`config.mk`:
```
export PLATFORM = sky130hd
export DESIGN_NAME = stream_rr_arbiter
export DESIGN_NICKNAME = d
export VERILOG_FILES = /design/src/rtl/stream_pkg.sv /design/src/rtl/stream_reg_slice.sv /design/src/rtl/stream_rr_arbiter.sv
export SDC_FILE = /design/constraint.sdc
export NUM_CORES = 1
export LEC_CHECK = 0
export ABC_CLOCK_PERIOD_IN_PS = 2000
export CORE_ASPECT_RATIO = 0.75
export CORE_MARGIN = 10
export CORE_UTILIZATION = 37
export DETAILED_ROUTE_END_ITERATION = 6
export GPL_ROUTABILITY_DRIVEN = 0
export PLACE_DENSITY = 0.9
export REMOVE_ABC_BUFFERS = 1
export SLEW_MARGIN = 20
export SYNTH_ARGS = -nofsm -noshare
export SYNTH_HDL_FRONTEND = slang
export SYNTH_SLANG_ARGS = --single-unit
```
`constraint.sdc`:
```
create_clock -name clock -period 2 [get_ports clock]
set_input_delay 0.4 -clock clock [delete_from_list [all_inputs] [get_ports clock]]
set_output_delay 0.4 -clock clock [all_outputs]
set_load 0.02 [all_outputs]
```
`src/rtl/stream_pkg.sv`:
```
// ---------------------------------------------------------------------------
// stream_pkg
// Shared types and helpers for the ready/valid stream blocks.
//
// Contents:
//   arb_state_t    - arbiter lock state (IDLE / LOCKED)
//   id_width()     - width of a source tag for n requesters (at least 1 bit)
//   stream_beat_t  - one beat (data, last, source) at the default stream
//                    widths, for blocks that pass whole beats around
// ---------------------------------------------------------------------------
package stream_pkg;

    typedef enum logic {
        IDLE   = 1'b0,
        LOCKED = 1'b1
    } arb_state_t;

    // A single requester still needs a 1-bit tag so ports never collapse
    // to zero width.
    function automatic int id_width(input int n);
        return (n <= 2) ? 1 : $clog2(n);
    endfunction

    localparam int BEAT_DATA_WIDTH = 32;
    localparam int BEAT_ID_WIDTH   = 4;

    typedef struct packed {
        logic [BEAT_DATA_WIDTH-1:0] data;
        logic                       last;
        logic [BEAT_ID_WIDTH-1:0]   source;
    } stream_beat_t;

endpackage

```
`src/rtl/stream_reg_slice.sv`:
```
// ---------------------------------------------------------------------------
// stream_reg_slice
// One-entry registered output stage. A load captures a beat and raises
// out_valid; when nothing is loaded and downstream accepts, the entry is
// emptied. The payload registers are only written on a load, so the last
// beat stays visible (with out_valid low) after it drains.
//
// Ports:
//   clock, reset            - clock, synchronous active-high reset
//   load                    - capture in_* this edge (caller guarantees room)
//   in_data/in_last/in_source - beat to capture
//   out_ready               - downstream accept
//   out_valid/out_data/out_last/out_source - registered beat
// ---------------------------------------------------------------------------
module stream_reg_slice
    import stream_pkg::*;
#(
    parameter int DATA_WIDTH = 32,
    parameter int ID_WIDTH   = 1
) (
    input  logic                  clock,
    input  logic                  reset,
    input  logic                  load,
    input  logic [DATA_WIDTH-1:0] in_data,
    input  logic                  in_last,
    input  logic [ID_WIDTH-1:0]   in_source,
    input  logic                  out_ready,
    output logic                  out_valid,
    output logic [DATA_WIDTH-1:0] out_data,
    output logic                  out_last,
    output logic [ID_WIDTH-1:0]   out_source
);

    always_ff @(posedge clock) begin
        if (reset) begin
            out_valid  <= 1'b0;
            out_data   <= '0;
            out_last   <= 1'b0;
            out_source <= '0;
        end else if (load) begin
            out_valid  <= 1'b1;
            out_data   <= in_data;
            out_last   <= in_last;
            out_source <= in_source;
        end else if (out_ready) begin
            out_valid  <= 1'b0;
        end
    end

endmodule

```
`src/rtl/stream_rr_arbiter.sv`:
```
// ---------------------------------------------------------------------------
// stream_rr_arbiter
// Round-robin arbiter merging NUM_REQ multi-beat ready/valid streams onto
// one registered output. A requester that wins keeps the channel until its
// last beat is accepted, so packets never interleave. Each output beat is
// tagged with the index of the requester that produced it.
//
//   state  | meaning
//   -------+----------------------------------------------------------------
//   IDLE   | no packet open; grant goes to first valid requester from rr_ptr
//   LOCKED | packet from owner in progress; only owner may send
//
// Ports:
//   clock, reset   - clock, synchronous active-high reset
//   req_valid      - per-requester beat valid
//   req_last       - per-requester final-beat flag
//   req_data       - requester i at [i*DATA_WIDTH +: DATA_WIDTH]
//   req_ready      - per-requester accept (combinational)
//   out_valid/out_last/out_data/out_source - merged registered beat
//   out_ready      - downstream accept
//   busy           - high while a packet is locked
// ---------------------------------------------------------------------------
module stream_rr_arbiter
    import stream_pkg::*;
#(
    parameter  int NUM_REQ    = 2,
    parameter  int DATA_WIDTH = 32,
    localparam int ID_WIDTH   = id_width(NUM_REQ)
) (
    input  logic                          clock,
    input  logic                          reset,
    input  logic [NUM_REQ-1:0]            req_valid,
    input  logic [NUM_REQ-1:0]            req_last,
    input  logic [NUM_REQ*DATA_WIDTH-1:0] req_data,
    output logic [NUM_REQ-1:0]            req_ready,
    output logic                          out_valid,
    output logic                          out_last,
    output logic [DATA_WIDTH-1:0]         out_data,
    output logic [ID_WIDTH-1:0]           out_source,
    input  logic                          out_ready,
    output logic                          busy
);

    arb_state_t          state, state_next;
    logic [ID_WIDTH-1:0] rr_ptr, rr_ptr_next;
    logic [ID_WIDTH-1:0] owner, owner_next;
    logic [ID_WIDTH-1:0] pick;
    logic [ID_WIDTH-1:0] grant;
    logic                can_take;
    logic                accept;
    logic                beat_last;

    logic [DATA_WIDTH-1:0] data_arr [NUM_REQ];

    for (genvar i = 0; i < NUM_REQ; i++) begin : g_unpack
        assign data_arr[i] = req_data[i*DATA_WIDTH +: DATA_WIDTH];
    end

    // First valid requester scanning circularly from start. Walking the
    // offsets from far to near lets the nearest hit overwrite the result.
    // When nothing is valid the result is unused.
    function automatic logic [ID_WIDTH-1:0] rr_first(
        input logic [NUM_REQ-1:0]  valid,
        input logic [ID_WIDTH-1:0] start
    );
        logic [ID_WIDTH-1:0] found;
        logic [ID_WIDTH-1:0] idx;
        found = start;
        for (int k = NUM_REQ - 1; k >= 0; k--) begin
            idx = ID_WIDTH'((int'(start) + k) % NUM_REQ);
            if (valid[idx]) begin
                found = idx;
            end
        end
        return found;
    endfunction

    function automatic logic [ID_WIDTH-1:0] next_idx(input logic [ID_WIDTH-1:0] x);
        if (x == ID_WIDTH'(NUM_REQ - 1)) begin
            return '0;
        end
        return x + ID_WIDTH'(1);
    endfunction

    assign can_take = !out_valid || out_ready;
    assign busy     = (state == LOCKED);

    always_comb begin
        state_next  = state;
        rr_ptr_next = rr_ptr;
        owner_next  = owner;
        req_ready   = '0;

        pick  = rr_first(req_valid, rr_ptr);
        grant = (state == LOCKED) ? owner : pick;

        // While locked the owner sees ready even if it has paused, so the
        // channel simply idles instead of being handed to someone else.
        if (!reset && ((state == LOCKED) || (|req_valid))) begin
            req_ready[grant] = can_take;
        end

        accept    = req_valid[grant] && req_ready[grant];
        beat_last = req_last[grant];

        case (state)
            IDLE: begin
                if (accept) begin
                    if (beat_last) begin
                        rr_ptr_next = next_idx(pick);
                    end else begin
                        state_next = LOCKED;
                        owner_next = pick;
                    end
                end
            end
            LOCKED: begin
                if (accept && beat_last) begin
                    state_next  = IDLE;
                    rr_ptr_next = next_idx(owner);
                end
            end
            default: begin
                state_next = IDLE;
            end
        endcase
    end

    always_ff @(posedge clock) begin
        if (reset) begin
            state  <= IDLE;
            rr_ptr <= '0;
            owner  <= '0;
        end else begin
            state  <= state_next;
            rr_ptr <= rr_ptr_next;
            owner  <= owner_next;
        end
    end

    stream_reg_slice #(
        .DATA_WIDTH (DATA_WIDTH),
        .ID_WIDTH   (ID_WIDTH)
    ) u_slice (
        .clock      (clock),
        .reset      (reset),
        .load       (accept),
        .in_data    (data_arr[grant]),
        .in_last    (beat_last),
        .in_source  (grant),
        .out_ready  (out_ready),
        .out_valid  (out_valid),
        .out_data   (out_data),
        .out_last   (out_last),
        .out_source (out_source)
    );

endmodule
```
## Word level (Yosys, flattened, before mapping)

Index checks and enable logic that the tools add are counted.
W data, S select, Z words.

| word-level totals | value |
|---|---|
| flip-flop bits (word level) | 38 |
| word-level logic and storage cells | 74 |
| input port bits | 71 |

| operators by class | value |
|---|---|
| order comparisons | 5 |
| add/subtract/negate cells | 3 |
| equality and inequality tests | 3 |
| bitwise operators | 4 |
| multiplexer cells | 40 |
| reductions and logical operators | 12 |

Operators with widths:

| operator | count |
|---|---|
| $mux W32 | 3 |
| $mux W1 | 33 |
| $lt A1 B2 Y1 const B | 3 |
| $reduce_and A3 Y1 | 2 |
| $logic_and A1 B1 Y1 | 4 |
| $ne A2 B1 Y1 const B | 2 |
| $pmux W1 S2 | 2 |
| $add A1 B1 Y1 const B | 3 |
| $and A2 B2 Y2 | 1 |
| $ge A2 B2 Y1 const B | 1 |
| $logic_not A1 Y1 | 2 |
| $logic_or A1 B1 Y1 | 2 |
| $mux W2 | 1 |
| $ne A2 B2 Y1 const B | 1 |
| $not A1 Y1 | 2 |
| $not A1 Y2 | 1 |
| $reduce_bool A2 Y1 | 1 |
| $reduce_or A2 Y1 | 1 |
| $demux W1 S1 | 1 |
| $ge A1 B1 Y1 const B | 1 |

## Depth between registers and ports, before layout

| logic depth | value |
|---|---|
| depth in word-level cells | 21 |
| depth in mapped cells | 5 |
| gate-level depth less buffers | 4 |

## Modules after synthesis

Synthesis repeated with hierarchy kept, for this count alone.

| unflattened totals | value |
|---|---|
| cells, all modules | 184 |
| area, all modules | 1936.9 um^2 |

Modules (own cells, without submodules):

| module | instances | area each (um^2) | cells each | seq. area each (um^2) |
|---|---|---|---|---|
| stream_reg_slice | 1 | 1272.5 | 114 | 700.7 |
| stream_rr_arbiter | 1 | 664.4 | 70 | 60.1 |

## Worst setup path before layout

OpenSTA, ideal clock, no wires.

| timing | value |
|---|---|
| path type | reg-to-output |
| start point | register (tool-made name) |
| end point | output req_ready[1] |
| setup slack | -560 ps |
| arrival time | 2160 ps |
| stages on the path, launching flop included | 5 |
| path through | dfxtp_1 -> o21bai_1 -> o21a_1 -> clkbuf_1 -> a2111oi_0 |

RTL lines:

| element | RTL line | text |
|---|---|---|
| to (decl) | stream_rr_arbiter.sv:35 | `output logic [NUM_REQ-1:0] req_ready,` |

## Worst setup path after layout

| timing | value |
|---|---|
| start point | input out_ready |
| end point | register u_slice.out_data[14] |

| between the ends | value |
|---|---|
| cells in the longest elaborated chain, start to end | 6 |

RTL lines:

| element | RTL line | text |
|---|---|---|
| from (decl) | stream_rr_arbiter.sv:40 | `input logic out_ready,` |
| $logic_or A1 B1 Y1 | stream_rr_arbiter.sv:85 | `assign can_take = !out_valid \|\| out_ready;` |
| $and A2 B2 Y2 (no source line) | -- |  |
| $mux W2 | stream_rr_arbiter.sv:99 | `if (!reset && ((state == LOCKED) \|\| (\|req_valid))) begin` |
| $mux W1 (not written as such) (2 in a row) | stream_rr_arbiter.sv:103 | `accept = req_valid[grant] && req_ready[grant];` |
| $logic_and A1 B1 Y1 | stream_rr_arbiter.sv:103 |  |
| to (signal assigned) | stream_reg_slice.sv:42 | `out_data <= in_data;` |
| to (decl) | stream_reg_slice.sv:29 | `output logic [DATA_WIDTH-1:0] out_data,` |

Every way passes these cells. The select of a mux whose other input is x is not followed.
A chain may end at the register's enable or synchronous reset.

==> results.sh <==
export IMPL_fmax_mhz=520
export IMPL_path_clk_slew_ns=0.07
export IMPL_postRouteAntennaNets=0
export IMPL_drt_wl_total_um=6630
export IMPL_setup_viol=0
export IMPL_final_nets=415
export IMPL_fill_cells=384
export IMPL_antenna_found_initial=0
export IMPL_utilization_pct=69.4
export IMPL_synthesis_area_um2=1750
export IMPL_tns_ns=0
export IMPL_holdBufCountCts=0
export IMPL_synth_edf_count=0
export IMPL_swShare_pct=32.0
export IMPL_dr_pass1_iters=4
export IMPL_grt_first_pass_wirelength_um=10200
export IMPL_drt_vias_per_instance=5.19
export IMPL_dpl_cell_count=392
export IMPL_n_antenna_cell=0
export IMPL_seqCellArea_um2=761
export IMPL_fin_crit_sh_pct=96.1
export IMPL_hp_start="u_slice.out_data[0]"
export IMPL_fp_dieW_um=99.5
export IMPL_clkLatencyLatePin_ns=0.28
export IMPL_dr_total_vias=2076
export IMPL_worst_slack_ns=0.0785
export IMPL_grt_pass1_vias=2000
export IMPL_seq_power_share_pct=39.2
export IMPL_path_common_cell="buf_4"
export IMPL_track_usage_pct=15.7
export IMPL_status="completed"
export IMPL_overflow=0
export IMPL_cts_made_buffers=5
export IMPL_max_slew_worst_pin_slew_ns=0.375
export IMPL_fp_dieArea_um2=7920
export IMPL_hold_viol=0
export IMPL_peakVddDrop_mv=0.460
export IMPL_ys_ff_latch=38
export IMPL_power_density_nw_per_um2=724
export IMPL_crit_reg2reg_launch="owner"
export IMPL_path_cells="clkdlybuf4s50_1 -> nor2b_2 -> buf_4 -> a2111oi_4 -> buf_4 -> buf_6 -> nor2_1 -> a311oi_1"
export IMPL_period_needed_ns=1.92
export IMPL_switchingPower_mw=0.726
export IMPL_placement_io_buffers=108
export IMPL_ios=109
export IMPL_final_layout_size_suffix_gt1_share_pct=11.7
export IMPL_post_drt_wl_per_cell_um=16.6
export IMPL_first_iter_violations=88
export IMPL_crit_slowest_cell="clkdlybuf4s50_1"
export IMPL_fin_area_um2=3140
export IMPL_final_max_slew_violation_count=0
export IMPL_fp_dieH_um=79.6
export IMPL_finalClockSkew_ns=0.00607
export IMPL_worst_setup_path_end_kind="flip-flop"
export IMPL_clockRootBuffer="clkbuf_8"
export IMPL_synthToLayoutAreaGrowth_pct=78.7
export IMPL_intPower_mw=1.54
export IMPL_synth_cells=225
export IMPL_async_flop_share_pct=0
export IMPL_ys_flop_type="dfxtp_1"
export IMPL_coreArea_um2=4520
export IMPL_hold_depth=2
export IMPL_pwr_share_clk_pct=22.3
export IMPL_max_stage_delay_ns=0.47
export IMPL_final_cells=400
export IMPL_finalHoldWorstSlack_ns=0.495
export IMPL_required_ns=2.17
export IMPL_power_leakage_nw=1.20
export IMPL_syn_area_per_cell_um2=7.80
export IMPL_slew_headroom_pct=75.0
export IMPL_synth_cell_type_count=31
export IMPL_multi_input_area_um2=946
export IMPL_row_count=21
export IMPL_dpl_instance_area_um2=2990
export IMPL_synth_warnings=0
export IMPL_startpoint_type="primary input"
export IMPL_cts_htree_levels=2
export IMPL_hold_path_class="reg -> reg"
export IMPL_r2r_cells=7
export IMPL_path_max_fanout=11
export IMPL_yosysSeqAreaShare_pct=43.4
export IMPL_start_util_pct=38.8
export IMPL_grt_max_degree=35
export IMPL_worstSetupPathType="in -> reg"
export IMPL_worst_ep_arrival_time_ns=2.09
export IMPL_cts_tree="built"
export IMPL_place_ws_ns=-0.772
export IMPL_drc_errors=0
export IMPL_clkSinkCount=38
export IMPL_hpwl_um=4910
export IMPL_critical_path_startpoint="out_ready"
export IMPL_finalPower_mw=2.27
export IMPL_max_clock_path_buffers=2
export IMPL_maxCapViolCount=0
export IMPL_p_comb_share_pct=38.5
[state kept, by name, indices dropped and copies added, names as in the netlist, named ones only]
signal	cells
u_slice.out_data	32
owner	1
rr_ptr	1
u_slice.out_source	1
u_slice.out_valid	1
u_slice.out_last	1
[layout by cell type, fill, tap and decap left out, drive strengths merged, types with 2 or more instances in the layout]
master / instances
clkdlybuf4s50: 104
buf: 23
inv: 2
clkbuf: 7
nor2: 39
a2111oi: 3
nand2: 66
nor2b: 3
a311oi: 32
mux2i: 2
nor3b: 2
a21oi: 3
dfxtp: 38
dlygate4sd2: 2
o21ai: 2
[repair_timing]
item | in CTS | in global routing
setup endpoints to repair | 37 | 9
buffers inserted | 1 | 0
pin swaps | 3 | 1
cloned | 1 | 0
resized for setup | 22 | 6
[per-layer routing]
layer / routed length [um] / vias up / GRT usage [%]
li1: - / 1028 / -
met1: 2860 / 960 / 17.9
met2: 3050 / 82 / 25.8
met3: 657 / 6 / 7.61
met4: 60 / 0 / 3.86
met5: 0 / - / 0
[critical path, delay by kind of cell]
| family | cells | cell delay, ns |
|---|---|---|
| and+or+nand+nor | 2 | 0.12 |
| AOI/OAI and AO/OA | 2 | 0.57 |
| buffers and inverters | 4 | 1.00 |
[power by group through the flow]
stage / combinational [mW] / clock, mW / sequential (mW)
finish: 0.874 / 0.506 / 0.890
global route: 0.947 / 0.555 / 0.901
CTS: 0.869 / 0.521 / 0.890
detailed placement: 0.847 / 0 / 0.904
global placement: 0.831 / 0 / 0.899
floorplan: 0.288 / 0 / 1.01
[cells by family after synthesis]
| family | count (synthesis) | share of synthesized area, % |
|---|---|---|
| compound gates | 50 | 24.9 |
| buf+inv | 20 | 4.57 |
| flops | 38 | 43.4 |
| mux | 2 | 1.14 |
| simple gates | 115 | 26.0 |
[area by class of cell]
type | count | area share [%]
flip-flops and latches | 38 | 24.3
clock buffers | 6 | 2.63
multi-input cells | 167 | 30.2
repair buffers | 130 | 40.4
inverters | 2 | 0.239
well taps | 57 | 2.27
[cells in the mapped netlist (2+ instances only)]
| master | n | share of area (%) |
|---|---|---|
| nand2_1 | 66 | 14 |
| a2111oi_0 | 2 | 1.0 |
| nor2b_1 | 3 | 1.1 |
| dfxtp_1 | 38 | 43 |
| buf_2 | 4 | 1.1 |
| a311oi_1 | 32 | 16 |
| nor3b_1 | 2 | 0.86 |
| nor2_1 | 39 | 8.3 |
| a21oi_1 | 3 | 0.86 |
| clkbuf_1 | 13 | 2.8 |
| mux2i_1 | 2 | 1.1 |
| inv_1 | 2 | 0.43 |
[worst paths after layout]
path                                              to  slack, ns
worst max-delay path            u_slice.out_data[14]       0.08
worst min-delay path             u_slice.out_data[0]       0.49
worst max register to register  u_slice.out_data[14]       0.22
worst min register to register   u_slice.out_data[0]       0.49
No activity file was read; power rests on OpenSTA's default activity.
==> edit 1, RTL diff (same settings) <==
The parameter `NUM_REQ` goes from 2 to 4.
--- a/src/rtl/stream_rr_arbiter.sv
+++ b/src/rtl/stream_rr_arbiter.sv
@@ -23,7 +23,7 @@
 module stream_rr_arbiter
     import stream_pkg::*;
 #(
-    parameter  int NUM_REQ    = 2,
+    parameter  int NUM_REQ    = 4,
     parameter  int DATA_WIDTH = 32,
     localparam int ID_WIDTH   = id_width(NUM_REQ)
 ) (
Interface: changed (5 resized); port bits go from 109 to 180. The function was not compared with the original's and may differ.
==> edit 1 against the original RTL <==
The flow now finishes with violations (setup timing); cell area is 99% higher; worst hold slack got worse by 16 ps; combinational power increased to 8.9 times the old value; global-route usage increased by 5.2 points; die area rose by 55%; worst setup slack worse by 330 ps; highest routed layer unchanged; largest cell class unchanged; sequential cell count rose by 3; non-clock buffer count grew 124; register-to-register slack lost 420 ps; first-iteration DRC count is 94% higher; total power rose to 4.4 times the old value; wire length is 120% higher; synthesized area rose by 73%.
==> edit 1: results <==
[grt]
grt_util_met3_pct = 6.591
grt_usage_pct = 20.91
grt_max_degree = 42
grt_use_met1_pct = 24.13

[worst_setup_path]
rr_startpoint = rr_ptr[0]$_SDFFE_PP0P_
worstPathMaxFanout = 4
reg2reg_depth = 9
timing.critical_path.to = req_ready[2]
cp-startpoint = rr_ptr[0]$_SDFFE_PP0P_

[finish]
numSequentialCells = 41
seq-cell-share_pct = 13.32
buf_share_pct = 44.11
layout.nets = 703
clockNetworkAreaShare_pct = 1.868
buffers = 254
fin_util_pct = 78.68
instances_no_fill = 669
nFillCells = 501

[timing]
hold_slack_ps = 478.2
finalSetupViolations = 44
max-slew-margin-rel_pct = 66.45
setup-tns-final_ps = -6502
worst_slack_ps = -249.6
finalClockSkew_ps = 7.197

[routing]
wl_met1_um = 5715
dr.first_iter.drc_count = 171
route.met3.wl_um = 1095

[yosys]
yosysSeqAreaShare_pct = 27.09
synth_area_leaders = dfxtp_1 27%, mux2i_1 22%, mux2_2 12%

[min_path]
min_from = u_slice.out_data[22]$_SDFFE_PP0P_
whs_endpoint = u_slice.out_data[22]$_SDFFE_PP0P_

[placement]
dp.cells = 623
io_buffers = 179
dpl_cell_area_um2 = 5114

[clock_network]
cts_resized = 109

[power_and_ir_drop]
ir_worst_vdd_mv = 1.172
p_seq_mw = 1.41
power.leakage_nw = 2.670

[run_status]
outcome = finished, violations left
violations = setup timing
## edit 1: cell count changes in the layout (fill, tap and decap cells not counted), moves of 13 or more
cell	change
nand2_1	-63
o21ai_1	+23
mux2i_1	+60
mux2_2	+31
a311oi_1	-32
o21ai_2	+13
buf_4	+26
clkdlybuf4s50_1	+67
nand3b_1	+32
nor2_1	-33
## edit 1: kinds of logic (layout without fill, tap and decap cells)
kind of cell | count (synthesis) | count (layout) | synth area share [%]
AOI/OAI and AO/OA | 74 | 75 | 15.36
muxes | 99 | 99 | 34.06
buffers and inverters | 33 | 269 | 6.152
adders and majority gates | 1 | 1 | 0.4128
xor gates and xnor gates | 1 | 1 | 0.2891
and+or+nand+nor | 78 | 78 | 16.64
DFF | 41 | 41 | 27.09
## edit 1: worst max-delay path: stages (launching register included)
cell	delay, ps
dfxtp_2	350
and2b_2	260
o311a_4	330
a21oi_4	240
nand2b_4	210
nor2_2	40
buf_6	140
==> edit 2, RTL diff (same settings) <==
Without the edit above. Reset style: asynchronous (`reset`), changed in 2 clocked blocks. Comments in the files are not updated.
--- a/src/rtl/stream_reg_slice.sv
+++ b/src/rtl/stream_reg_slice.sv
@@ -31,7 +31,7 @@
     output logic [ID_WIDTH-1:0]   out_source
 );
 
-    always_ff @(posedge clock) begin
+    always_ff @(posedge clock or posedge reset) begin
         if (reset) begin
             out_valid  <= 1'b0;
             out_data   <= '0;
--- a/src/rtl/stream_rr_arbiter.sv
+++ b/src/rtl/stream_rr_arbiter.sv
@@ -126,7 +126,7 @@
         endcase
     end
 
-    always_ff @(posedge clock) begin
+    always_ff @(posedge clock or posedge reset) begin
         if (reset) begin
             state  <= IDLE;
             rr_ptr <= '0;
Behaviour: differs if reset is asserted again (counterexample within 4 cycles, from zero or initial values and one cycle with reset high); with reset held inactive, the same outputs for 10 cycles.
==> edit 2 against the original RTL <==
Synthesized area increased by 4.4%; core utilization down 3.7 points; worst setup slack got worse by 2.3 ps; cell area grew 1.5%; wire length down 14%; sequential cell count stayed put; clock skew down 1.3 ps; critical endpoint is now req_ready[0].
Power is not compared: it rests on default switching activity, and its combinational part moved more than twofold at a synthesized area within 25%.
==> edit 2: results <==
[routing]
dr_wl_met2_um = 2709
routedWlPerCell_um = 15.59
route.met3.wl_um = 688
dr.first_iter.drc_count = 51
vias = 1743

[min_path]
min_from = u_slice.out_data[25]$_DFFE_PP0P_

[finish]
largest_reg_flops = 32
layout.nets = 374
numSequentialCells = 38
clockNetworkAreaShare_pct = 2.869
fin_util_pct = 65.70
nMultiInputCombCells = 130
buf_share_pct = 38.48
nClkBuffers = 7
drive_gt1_share_pct = 11.51

[worst_setup_path]
critical-path-slowest-cell = dlygate4sd2_1
rr_startpoint = rr_ptr$_DFFE_PP0P_
worstPathMaxFanout = 3
rrSetupSlack_ps = 180

[yosys]
synth_area_leaders = dfrtp_1 52%, mux2i_1 18%, a21oi_1 10%
synthArstFlopShare_pct = 100.0
ys.flop_type = dfrtp_1
yosys-top-cells-count = 40 x nor2_1, 38 x dfrtp_1, 37 x a21oi_1
synthMuxAreaShare_pct = 18.66
synth_compound_area_share_pct = 13.26
yosysSeqAreaShare_pct = 51.95
avgSynthCellArea_um2 = 10.11

[placement]
post-place-ws_ps = -660.8
dpl_cell_area_um2 = 3070
dp_hpwl_um = 4726

[grt]
grt_use_met1_pct = 15.03
grt_max_degree = 34
grt_pass1_wl_um = 9018
use_met2_pct = 22.59
grt_util_met3_pct = 7.549

[timing]
hold_slack_ps = 529.3
finalClockSkew_ps = 4.735

[run_status]
outcome = completed
==> edit 2: changes by cell type in the layout (fill, tap and decap cells not counted), moves of 2 or more <==
cell | unedited run | this run
nand2_1 | 66 | 6
a311oi_1 | 32 | 0
a21oi_1 | 3 | 37
dfrtp_1 | 0 | 38
dfxtp_1 | 38 | 0
nor3b_1 | 2 | 0
a2111oi_2 | 2 | 0
buf_6 | 3 | 1
nor2_1 | 38 | 40
mux2i_1 | 2 | 33
==> edit 2: timing repair <==
action                                  CTS  global route
pin swaps                                 3             1
setup buffers                             0             0
gates resized for setup                  17             1
endpoints found under the hold margin     0             0
gates cloned                              0             0
endpoints found under the setup margin   21             2
==> edit 2: worst max-delay path by stage <==
stage | startpoint | slack [ps] | to
global placement | req_valid[0] | -540 | req_ready[1]
floorplan | flop | -1140 | flop
CTS | out_ready | 50 | req_ready[0]
detailed placement | req_valid[0] | -660 | req_ready[1]
global route | req_valid[0] | 5 | req_ready[0]
finish | req_valid[0] | 80 | req_ready[0]
